`config.mk`:
```
export PLATFORM = sky130hd
export DESIGN_NAME = oled_cmd_seq
export DESIGN_NICKNAME = d
export VERILOG_FILES = /design/src/rtl/oled_pkg.sv /design/src/rtl/oled_init_rom.sv /design/src/rtl/oled_cmd_seq.sv
export SDC_FILE = /design/constraint.sdc
export NUM_CORES = 1
export LEC_CHECK = 0
export ABC_AREA = 0
export CAP_MARGIN = 20
export CELL_PAD_IN_SITES_DETAIL_PLACEMENT = 2
export CELL_PAD_IN_SITES_GLOBAL_PLACEMENT = 2
export CORE_ASPECT_RATIO = 1.2
export CORE_MARGIN = 1
export CORE_UTILIZATION = 29
export DETAILED_ROUTE_END_ITERATION = 12
export PLACE_DENSITY = 0.95
export SYNTH_ARGS = -nofsm -noshare
export SYNTH_HDL_FRONTEND = slang
export SYNTH_SLANG_ARGS = --single-unit
export TNS_END_PERCENT = 1
```
`constraint.sdc`:
```
create_clock -name clock -period 3.4 [get_ports clock]
set_clock_uncertainty 0.1 [all_clocks]
set_input_delay 0.34 -clock clock [delete_from_list [all_inputs] [get_ports clock]]
set_output_delay 0.34 -clock clock [all_outputs]
set_load 0.05 [all_outputs]
```
`src/rtl/oled_pkg.sv`:
```
// oled_pkg: shared types and constants for the OLED command sequencer.
// Holds the FSM state encoding, the i2c-facing register bundle and the
// SSD1306 power-up init table (index 0 is sent first).
package oled_pkg;

    localparam int OLED_INIT_LEN = 25;

    // SSD1306 init: display off, clock, mux, offset, start line, charge pump,
    // addressing, remap, COM config, contrast, precharge, VCOMH, resume, normal, on
    localparam logic [0:OLED_INIT_LEN-1][7:0] OLED_INIT_TBL = {
        8'hAE, 8'hD5, 8'h80, 8'hA8, 8'h3F, 8'hD3, 8'h00, 8'h40, 8'h8D,
        8'h14, 8'h20, 8'h00, 8'hA1, 8'hC8, 8'hDA, 8'h12, 8'h81, 8'hCF,
        8'hD9, 8'hF1, 8'hDB, 8'h40, 8'hA4, 8'hA6, 8'hAF
    };

    typedef enum logic [2:0] {
        IDLE      = 3'd0,
        LOAD      = 3'd1,
        WAIT_NEXT = 3'd2,
        ACKED     = 3'd3,
        FINISH    = 3'd4
    } oled_state_t;

    // Everything presented to the downstream i2c stage
    typedef struct packed {
        logic [7:0] command;
        logic       enable;
        logic       ack;
    } oled_i2c_t;

endpackage

```
`src/rtl/oled_init_rom.sv`:
```
// oled_init_rom: combinational lookup of the SSD1306 init table.
// Only compiled when OLED_INIT_ROM_EN is defined; indices past the end of
// the table read as 8'h00.
`ifdef OLED_INIT_ROM_EN
module oled_init_rom
    import oled_pkg::*;
#(
    parameter int IDX_W = 5
)(
    input  logic [IDX_W-1:0] idx,
    output logic [7:0]       data
);

    // Compare as integers so a narrow index never aliases a higher entry
    always_comb begin
        data = 8'h00;
        for (int i = 0; i < OLED_INIT_LEN; i++) begin
            if (int'(idx) == i) data = OLED_INIT_TBL[i];
        end
    end

endmodule
`endif

```
`src/rtl/oled_cmd_seq.sv`:
```
// oled_cmd_seq: feeds command bytes one at a time to an i2c stage.
// Each transaction optionally starts with the init ROM bytes (macro
// OLED_INIT_ROM_EN), then drains the user byte stream. The i2c stage asks
// for each following byte with a rising edge on next; the transaction ends
// on the first request that finds no byte available.
module oled_cmd_seq
    import oled_pkg::*;
#(
    parameter int INIT_LEN = OLED_INIT_LEN,
    parameter int CNT_W    = 8
)(
    input  logic             clock,
    input  logic             reset_n,
    input  logic             start,
    input  logic [7:0]       in_data,
    input  logic             in_valid,
    output logic             in_ready,
    input  logic             next,
    output logic [7:0]       command,
    output logic             enable,
    output logic             ack,
    output logic             busy,
    output logic             done,
    output logic [CNT_W-1:0] sent_cnt
);

    oled_state_t      state, state_nxt;
    oled_i2c_t        i2c_q;
    logic [CNT_W-1:0] cnt_q;
    logic             next_q, next_rise;
    logic             rom_phase, avail;
    logic [7:0]       src_byte;
    logic             tx_start, load_first, load_next, tx_end, ack_drop;

    // A held next level only counts once: act on its rising edge
    assign next_rise = next & ~next_q;

`ifdef OLED_INIT_ROM_EN
    localparam int IDX_W = (INIT_LEN < 1) ? 1 : $clog2(INIT_LEN + 1);

    logic [IDX_W-1:0] rom_idx;
    logic [7:0]       rom_byte;

    oled_init_rom #(.IDX_W(IDX_W)) u_rom (
        .idx  (rom_idx),
        .data (rom_byte)
    );

    assign rom_phase = (int'(rom_idx) < INIT_LEN);
    assign src_byte  = rom_phase ? rom_byte : in_data;

    // ROM index: rewinds on every new transaction, steps per ROM byte sent
    always_ff @(posedge clock or negedge reset_n) begin
        if (!reset_n)                                 rom_idx <= '0;
        else if (tx_start)                            rom_idx <= '0;
        else if ((load_first | load_next) && rom_phase) rom_idx <= rom_idx + 1'b1;
    end
`else
    assign rom_phase = 1'b0;
    assign src_byte  = in_data;
`endif

    // ROM bytes are always on hand; user bytes only when offered
    assign avail = rom_phase | in_valid;

    // State register
    always_ff @(posedge clock or negedge reset_n) begin
        if (!reset_n) state <= IDLE;
        else          state <= state_nxt;
    end

    // Next-state logic
    always_comb begin
        state_nxt = state;
        case (state)
            IDLE:      if (start)     state_nxt = LOAD;
            LOAD:      if (avail)     state_nxt = WAIT_NEXT;
            WAIT_NEXT: if (next_rise) state_nxt = avail ? ACKED : FINISH;
            ACKED:     if (!next)     state_nxt = WAIT_NEXT;
            FINISH:                   state_nxt = IDLE;
            default:                  state_nxt = IDLE;
        endcase
    end

    // Per-state outputs and datapath strobes
    always_comb begin
        tx_start   = 1'b0;
        load_first = 1'b0;
        load_next  = 1'b0;
        tx_end     = 1'b0;
        ack_drop   = 1'b0;
        busy       = 1'b1;
        done       = 1'b0;
        in_ready   = 1'b0;
        case (state)
            IDLE: begin
                busy     = 1'b0;
                tx_start = start;
            end
            LOAD: begin
                load_first = avail;
                in_ready   = ~rom_phase;
            end
            WAIT_NEXT: begin
                load_next = next_rise & avail;
                tx_end    = next_rise & ~avail;
                in_ready  = next_rise & ~rom_phase;
            end
            ACKED:  ack_drop = ~next;
            FINISH: done     = 1'b1;
            default: busy    = 1'b0;
        endcase
    end

    // Datapath: command holds until the next load, even after enable drops
    always_ff @(posedge clock or negedge reset_n) begin
        if (!reset_n) begin
            i2c_q  <= '0;
            cnt_q  <= '0;
            next_q <= 1'b0;
        end else begin
            next_q <= next;
            if (tx_start) cnt_q <= '0;
            else if ((load_first | load_next) && (cnt_q != {CNT_W{1'b1}}))
                cnt_q <= cnt_q + 1'b1;
            if (load_first | load_next) i2c_q.command <= src_byte;
            if (load_first)  i2c_q.enable <= 1'b1;
            else if (tx_end) i2c_q.enable <= 1'b0;
            if (load_next)     i2c_q.ack <= 1'b1;
            else if (ack_drop) i2c_q.ack <= 1'b0;
        end
    end

    assign command  = i2c_q.command;
    assign enable   = i2c_q.enable;
    assign ack      = i2c_q.ack;
    assign sent_cnt = cnt_q;

endmodule

```
Word level (Yosys, flattened, before mapping):

Index checks and enable logic that the tools add are counted.

* add/sub/neg operators: 1
* eq/ne operators: 9
* multiplexer cells: 20
* bitwise logic cells: 7
* reductions and logical operators: 7

Operators with widths (count)
* $mux 8: 2
* $mux 3: 5
* $pmux 3 s4: 1
* $mux 1: 11
* $add 8x1->8 const B: 1
* $ne 2x2->1 const B: 4
* $ne 8x8->1 const B: 1
* $eq 3x2->1 const B: 2
* $reduce_bool 2->1: 3
* $reduce_and 4->1: 1
* $reduce_or 4->1: 1
* $and 1x1->1: 3
* $eq 3x1->1 const B: 1
* $eq 3x3->1 const B: 1
* $logic_not 3->1: 1
* $not 1->1: 3
* $pmux 1 s2: 1
* $logic_and 1x1->1: 1
* $or 1x1->1: 1

* register bits: 22
* bits of input ports: 13
* logic and storage cells: 50

Logic depth before layout (Yosys ltp):

Gate-level depths: netlist of the first run.

* depth after elaboration: 8
* gate-level depth with buffers: 6

Worst setup path after synthesis of the first run:

OpenSTA, ideal clock, no wires.

* path type: reg2out
* start point: register state[1]
* end point: output in_ready
* arrival time: 1.485 ns
* data required time: 2.960 ns
* slack: 1.475 ns
* stages on the path, launching flop included: 4
* buffers on the path: 1
* cells stage by stage: dfrtp_1 -> buf_6 -> nand2b_1 -> a21oi_1

* cells in the longest elaborated chain, start to end: 2
* elaborated cells between the ends (all ways): 3
* those cells by class: eq/ne: 2; mux: 1

RTL lines
* start: declaration: line oled_cmd_seq.sv:27 `oled_state_t state, state_nxt;`
* start signal: assignment: line oled_cmd_seq.sv:69 `else state <= state_nxt;`
* $eq 3x2->1 / $eq 3x1->1 (equally long branches): line oled_cmd_seq.sv:95 `case (state)`
* $pmux 1 s2 (*): line oled_cmd_seq.sv:95
* end: declaration: line oled_cmd_seq.sv:17 `output logic in_ready,`

Every way passes the cells marked *; elsewhere a longest branch is shown, timed or not.

Worst setup path in the final report of the first run:

* start point: input next
* end point: output in_ready

* cells in the longest elaborated chain, start to end: 2

RTL lines
* start: declaration: line oled_cmd_seq.sv:18 `input logic next,`
* $and 1x1->1: line oled_cmd_seq.sv:36 `assign next_rise = next & ~next_q;`
* $pmux 1 s2: line oled_cmd_seq.sv:95

Every way passes these cells.

==> impl_metrics.toml, run 1 <==
[run_status]
status = "completed"

[route]
drt-total-wl_um = 3317
wl_per_cell_um = 17.83
firstDrtPassIters = 4
via_count = 1015
via_per_inst = 5.457
first_iter_violations = 16
drc = 0
ant_nets = 0

[synthesis]
seq_area_frac_synth_pct = 50.98
synth_nets = 128
synth_top_area_share_pct = 50.98
yosys_warnings = 0
synth_cells = 114
synth_edf_count = 0
synthTopCellsByArea = "dfrtp_1 (51%), nand2_1 (11%), nand4bb_4 (2.5%), nor2_1 (2.1%), a21oi_1 (1.9%)"
ys_types = 36
avgSynthCellArea_um2 = 9.472
yosysMostFrequentCell = "nand2_1"
synth_top_area_cell = "dfrtp_1"
synth_area_mm2 = 0.001080
synth-async-reset-ratio_pct = 100.0
synth_common_cells = "nand2_1 (32), dfrtp_1 (22), nor2_1 (6)"
synthFlopType = "dfrtp_1"
ys_ff_latch = 22

[worst_setup_path]
crit_type = "input port to primary output"
worst_setup_path_start_kind = "input port"
reg2reg_depth = 4
r2r_slack_ns = 1.38
cp.arrival_ns = 2.10
rr_startpoint = "state[1]$_DFFE_PN0P_"
crit_required_ns = 2.96
r2r-end = "sent_cnt[3]$_DFFE_PN0P_"
end_kind = "primary output"
critPathMaxFanout = 5

[floorplanning]
start_util_pct = 31.27
die_x_um = 57.71
dieHeight_um = 68.85
die_area_mm2 = 0.003973
core_region_area_mm2 = 0.003453
rows = 23
ios = 34

[final_layout]
drive_gt1_share_pct = 6.040
syn2layout_area_growth_pct = 41.02
final_nets = 164
num_antenna_cells = 0
fillers = 382

[timing]
fin_crit_sh_pct = 74.84
max_freq_mhz = 393.0
period_needed_ns = 2.544
slew-limit-headroom_pct = 56.76
fin_setup_tns_ns = 0
final_hold_viol_count = 0
slew_viol_final = 0
finalSetupViolCount = 0
holdWs_ns = 0.3390
worst_slew_pin_slew_ns = 0.6436
rsz0062_at_grt = "false"

[clock_tree]
cts_resized = 0
cts_tree = "done"
cts_setup_buffers = 0
cts_buffer_depth = 2
insertion_delay_ns = 0.27
cts_sinks = 22
htree_levels = 1
numCtsBuffers = 3
clkTransAtPathRegs_ns = 0.08
ctsRootBufferMaster = "clkbuf_8"
cts_hold_buffers = 0

[global_routing]
grt.overflow.total = 0
grt_pass1_vias = 1140
grt_max_degree = 23
grt.total_usage_pct = 19.46
antenna_found_initial = 0
grt_pass1_wl_um = 5637

[job]
drv_cap = 0

[min_path]
hp-class = "input port to asynchronous set/reset pin"

[placed_design]
gp_congestion = 0.7726
dpl.hpwl_um = 2379
numPortBuffers = 33

[power_and_ir_drop]
power.density_mw_per_mm2 = 890.8
power_leakage_nw = 0.6257
peakVddDrop_uv = 508.6
==> per-stage QoR <==
step                      setup WS [ns]  util, %  area, um^2  total power [mW]  std cells
final                            0.8556    44.09        1523             1.356        186
after global routing             0.7870    44.09        1523             1.438        186
after CTS                        0.8440    43.66        1508             1.371        185
after detailed placement         0.8627    41.59        1436             1.112        181
after global placement           0.9184    41.59        1436             1.084        181
after floorplan                   1.475        -        1080            0.8793        114
==> how the worst max path moves through the flow <==
stage                               startpoint        to  slack, ns  cells past startpoint
after floorplan           state[1]$_DFFE_PN0P_  in_ready       1.48                      3
after global placement                    next  in_ready       0.92                      4
after detailed placement                  next  in_ready       0.86                      4
after CTS                                 next  in_ready       0.84                      4
after global routing                      next  in_ready       0.79                      4
final                                     next  in_ready       0.86                      4
==> layer usage <==
| metal | wire length (um) | track usage (%) |
|---|---|---|
| met3 | 125 | 5.410 |
| met2 | 1848 | 37.94 |
| met4 | 64 | 8.036 |
| met1 | 1278 | 19.49 |
| met5 | 0 | 0 |
==> layout make-up <==
type,count,area [um^2],share of cell area (%)
Clock buffer,3,41.29,2.712
Clock inverter,1,30.03,1.972
Multi-Input combinational cell,88,505.5,33.20
Timing Repair Buffer,34,345.3,22.68
Sequential cell,22,550.5,36.15
Tap cell,37,46.29,3.040
Inverter,1,3.754,0.2465
==> state kept, by name (all words and copies together) (netlist names) <==
register	flops
ack	1
sent_cnt	8
state	3
command	8
next_q	1
enable	1
==> report_power, final <==
group | switching, mW | internal, mW
Sequential | 0.0824 | 0.338
Clock | 0.0896 | 0.158
Combinational | 0.457 | 0.232
Total | 0.629 | 0.728
==> cells by family after synthesis <==
kind of cell	synth area share, %
buffers and inverters	2.200
adder cells (fa/ha/maj)	1.159
flip-flops	50.99
XOR/XNOR	0.8113
multiplexers	0.9270
AND/OR/NAND/NOR	27.58
AO/OA/AOI/OAI	16.34
==> layout by cell type (no fill, tap or decap), types with 2 or more instances in the layout <==
cell / n
clkdlybuf4s50_1: 33
nand2_1: 32
dfrtp_1: 22
nor2_1: 6
a21oi_1: 4
o21ai_0: 4
nor3_1: 4
nand2b_1: 3
nor2b_1: 3
a31oi_1: 3
nand3_1: 3
clkbuf_8: 3
nand4_1: 2
a211oi_1: 2
o211ai_1: 2
o31ai_1: 2
==> worst max-delay path, stage by stage <==
cell             delay (ns)
clkdlybuf4s50_1        0.60
nand4bb_4              0.17
a21oi_1                0.18
clkdlybuf4s50_1        0.82
No activity file was read; power rests on OpenSTA's default activity.
==> run 2: changes to the inputs <==
--- a/config.mk
+++ b/config.mk
@@ -11,9 +11,9 @@
 export CELL_PAD_IN_SITES_GLOBAL_PLACEMENT = 2
 export CORE_ASPECT_RATIO = 1.2
 export CORE_MARGIN = 1
-export CORE_UTILIZATION = 29
+export CORE_UTILIZATION = 26
 export DETAILED_ROUTE_END_ITERATION = 12
-export PLACE_DENSITY = 0.95
+export PLACE_DENSITY = 0.87
 export SYNTH_ARGS = -nofsm -noshare
 export SYNTH_HDL_FRONTEND = slang
 export SYNTH_SLANG_ARGS = --single-unit
==> constraint.sdc (replaced) <==
create_clock -name clock -period 2.6 [get_ports clock]
set_clock_uncertainty 0.1 [all_clocks]
set_input_delay 0.26 -clock clock [delete_from_list [all_inputs] [get_ports clock]]
set_output_delay 0.26 -clock clock [all_outputs]
set_load 0.05 [all_outputs]
==> run 2 against run 1 <==
Effect of this change: global-route usage is 2.7 points lower; die area is 11% higher; clock-buffer cell count stayed put; sequential power is 30% higher; critical path type is now flop to primary output; largest cell class unchanged; highest routed layer unchanged.
==> impl_metrics.toml, run 2 (synthesis results as in run 1) <==
[worst_setup_path]
cp.arrival_ns = 1.96
crit_type = "flop to primary output"
end_kind = "primary output"
crit_chain = "nor2_1, xnor2_1, clkdlybuf4s50_1"
worst_setup_path_start_kind = "flop"
slowest_delay_ns = 0.82
critPathBufInv = 1
path_delay_family = "buffers and inverters"
critPathMaxFanout = 10
slowest_stage = "clkdlybuf4s50_1"
crit_required_ns = 2.24

[timing]
slew-limit-headroom_pct = 57.26
period_needed_ns = 2.324
fin_setup_tns_ns = 0
holdWs_ns = 0.2381
slew_viol_final = 0
finalSetupViolCount = 0
final_hold_viol_count = 0
rsz0062_at_grt = "false"
max_freq_mhz = 430.3
fin_crit_sh_pct = 89.39
worst_slew_pin_slew_ns = 0.6363

[clock_tree]
numCtsBuffers = 3
htree_levels = 1
cts_setup_buffers = 0
cts_tree = "done"
cts_hold_buffers = 0
insertion_delay_ns = 0.27
clkTransAtPathRegs_ns = 0.08
ctsRootBufferMaster = "clkbuf_8"
cts_resized = 0
cts_buffer_depth = 2
cts_sinks = 22

[placed_design]
gp_congestion = 0.8311
numPortBuffers = 33
post_dp_cell_area_mm2 = 0.001463
dpl.hpwl_um = 2331

[final_layout]
fillers = 462
multi_input_area_um2 = 505.5
stdcell_area_mm2 = 0.001504
syn2layout_area_growth_pct = 39.28
num_antenna_cells = 0
drive_gt1_share_pct = 6.081
mostFrequentLayoutCells = "nand2_1 (32), clkdlybuf4s50_1 (32), dfrtp_1 (22)"
final_nets = 164
seqCellArea_um2 = 550.5

[global_routing]
antenna_found_initial = 0
grt.overflow.total = 0
grt.total_usage_pct = 16.80
grt_pass1_vias = 1174
grt_max_degree = 23
grt_pass1_wl_um = 5513

[route]
drt-total-wl_um = 3140
firstDrtPassIters = 3
drc = 0
wl_per_cell_um = 15.54
via_count = 991
via_per_inst = 4.906
first_iter_violations = 21
ant_nets = 0

[job]
drv_cap = 0

[floorplanning]
core_region_area_mm2 = 0.003973
dieHeight_um = 72.60
ios = 34
rows = 25
die_x_um = 60.83
die_area_mm2 = 0.004416
start_util_pct = 27.18

[power_and_ir_drop]
p_clk_share_pct = 13.3
switchingPower_mw = 0.8122
switching_share_pct = 49.01
peakVddDrop_uv = 434.3
internal_power_mw = 0.8450
combinationalPowerShare_pct = 53.7
power_frac_seq_pct = 33.0
power_leakage_nw = 0.6105
power.density_mw_per_mm2 = 1102

[run_status]
status = "completed"

[min_path]
hp-class = "input port to asynchronous set/reset pin"
## run 2: layout make-up
cell class / count / area share (%)
tap: 54 / 4.493
clock buffer: 3 / 2.745
inverter: 1 / 0.2496
timing repair buffer: 34 / 22.30
sequential: 22 / 36.61
multi-input combinational: 88 / 33.61
## run 2: layer usage
layer	vias to the layer above	global-route usage, %	share of wire (%)
li1	476	-	-
met1	481	19.37	43
met2	29	28.94	50
met3	5	3.723	5.1
met4	0	7.828	1.7
met5	-	0	0
## run 2: metrics by stage
stage / cells / total power [mW] / util (%) / setup slack [ns]
2_1_floorplan: 114 / 1.150 / - / 0.6961
3_3_place_gp: 199 / 1.421 / 36.82 / 0.4876
3_5_place_dp: 199 / 1.450 / 36.82 / 0.2726
4_1_cts: 202 / 1.685 / 37.86 / 0.2502
5_1_grt: 202 / 1.757 / 37.86 / 0.1866
6_report: 202 / 1.657 / 37.86 / 0.2759
## run 2: worst paths after layout
path,startpoint,slack [ns],end,depth (start not counted)
worst max-delay path,state[1]$_DFFE_PN0P_,0.28,busy,3
worst min-delay path,reset_n,0.24,command[5]$_DFFE_PN0P_,2
worst max register to register,state[1]$_DFFE_PN0P_,0.59,sent_cnt[3]$_DFFE_PN0P_,4
worst min register to register,command[0]$_DFFE_PN0P_,0.39,command[0]$_DFFE_PN0P_,2
max in group asynchronous,reset_n,1.93,state[2]$_DFFE_PN0P_,2
min in group clock,command[0]$_DFFE_PN0P_,0.39,command[0]$_DFFE_PN0P_,2
## run 2: power groups by stage
| stage | logic (mW) | clock network, mW | registers, mW |
|---|---|---|---|
| 2_1_floorplan | 0.344 | 0 | 0.806 |
| 3_3_place_gp | 0.874 | 0 | 0.546 |
| 5_1_grt | 0.952 | 0.241 | 0.565 |
| 4_1_cts | 0.903 | 0.231 | 0.551 |
| 6_report | 0.890 | 0.220 | 0.547 |
| 3_5_place_dp | 0.897 | 0 | 0.553 |
## run 2: worst register-to-register path, stage by stage (launching register included)
cell	delay, ns
dfrtp_1	0.50
nand2b_1	0.29
a21o_1	0.39
o311ai_0	0.45
o41ai_1	0.15
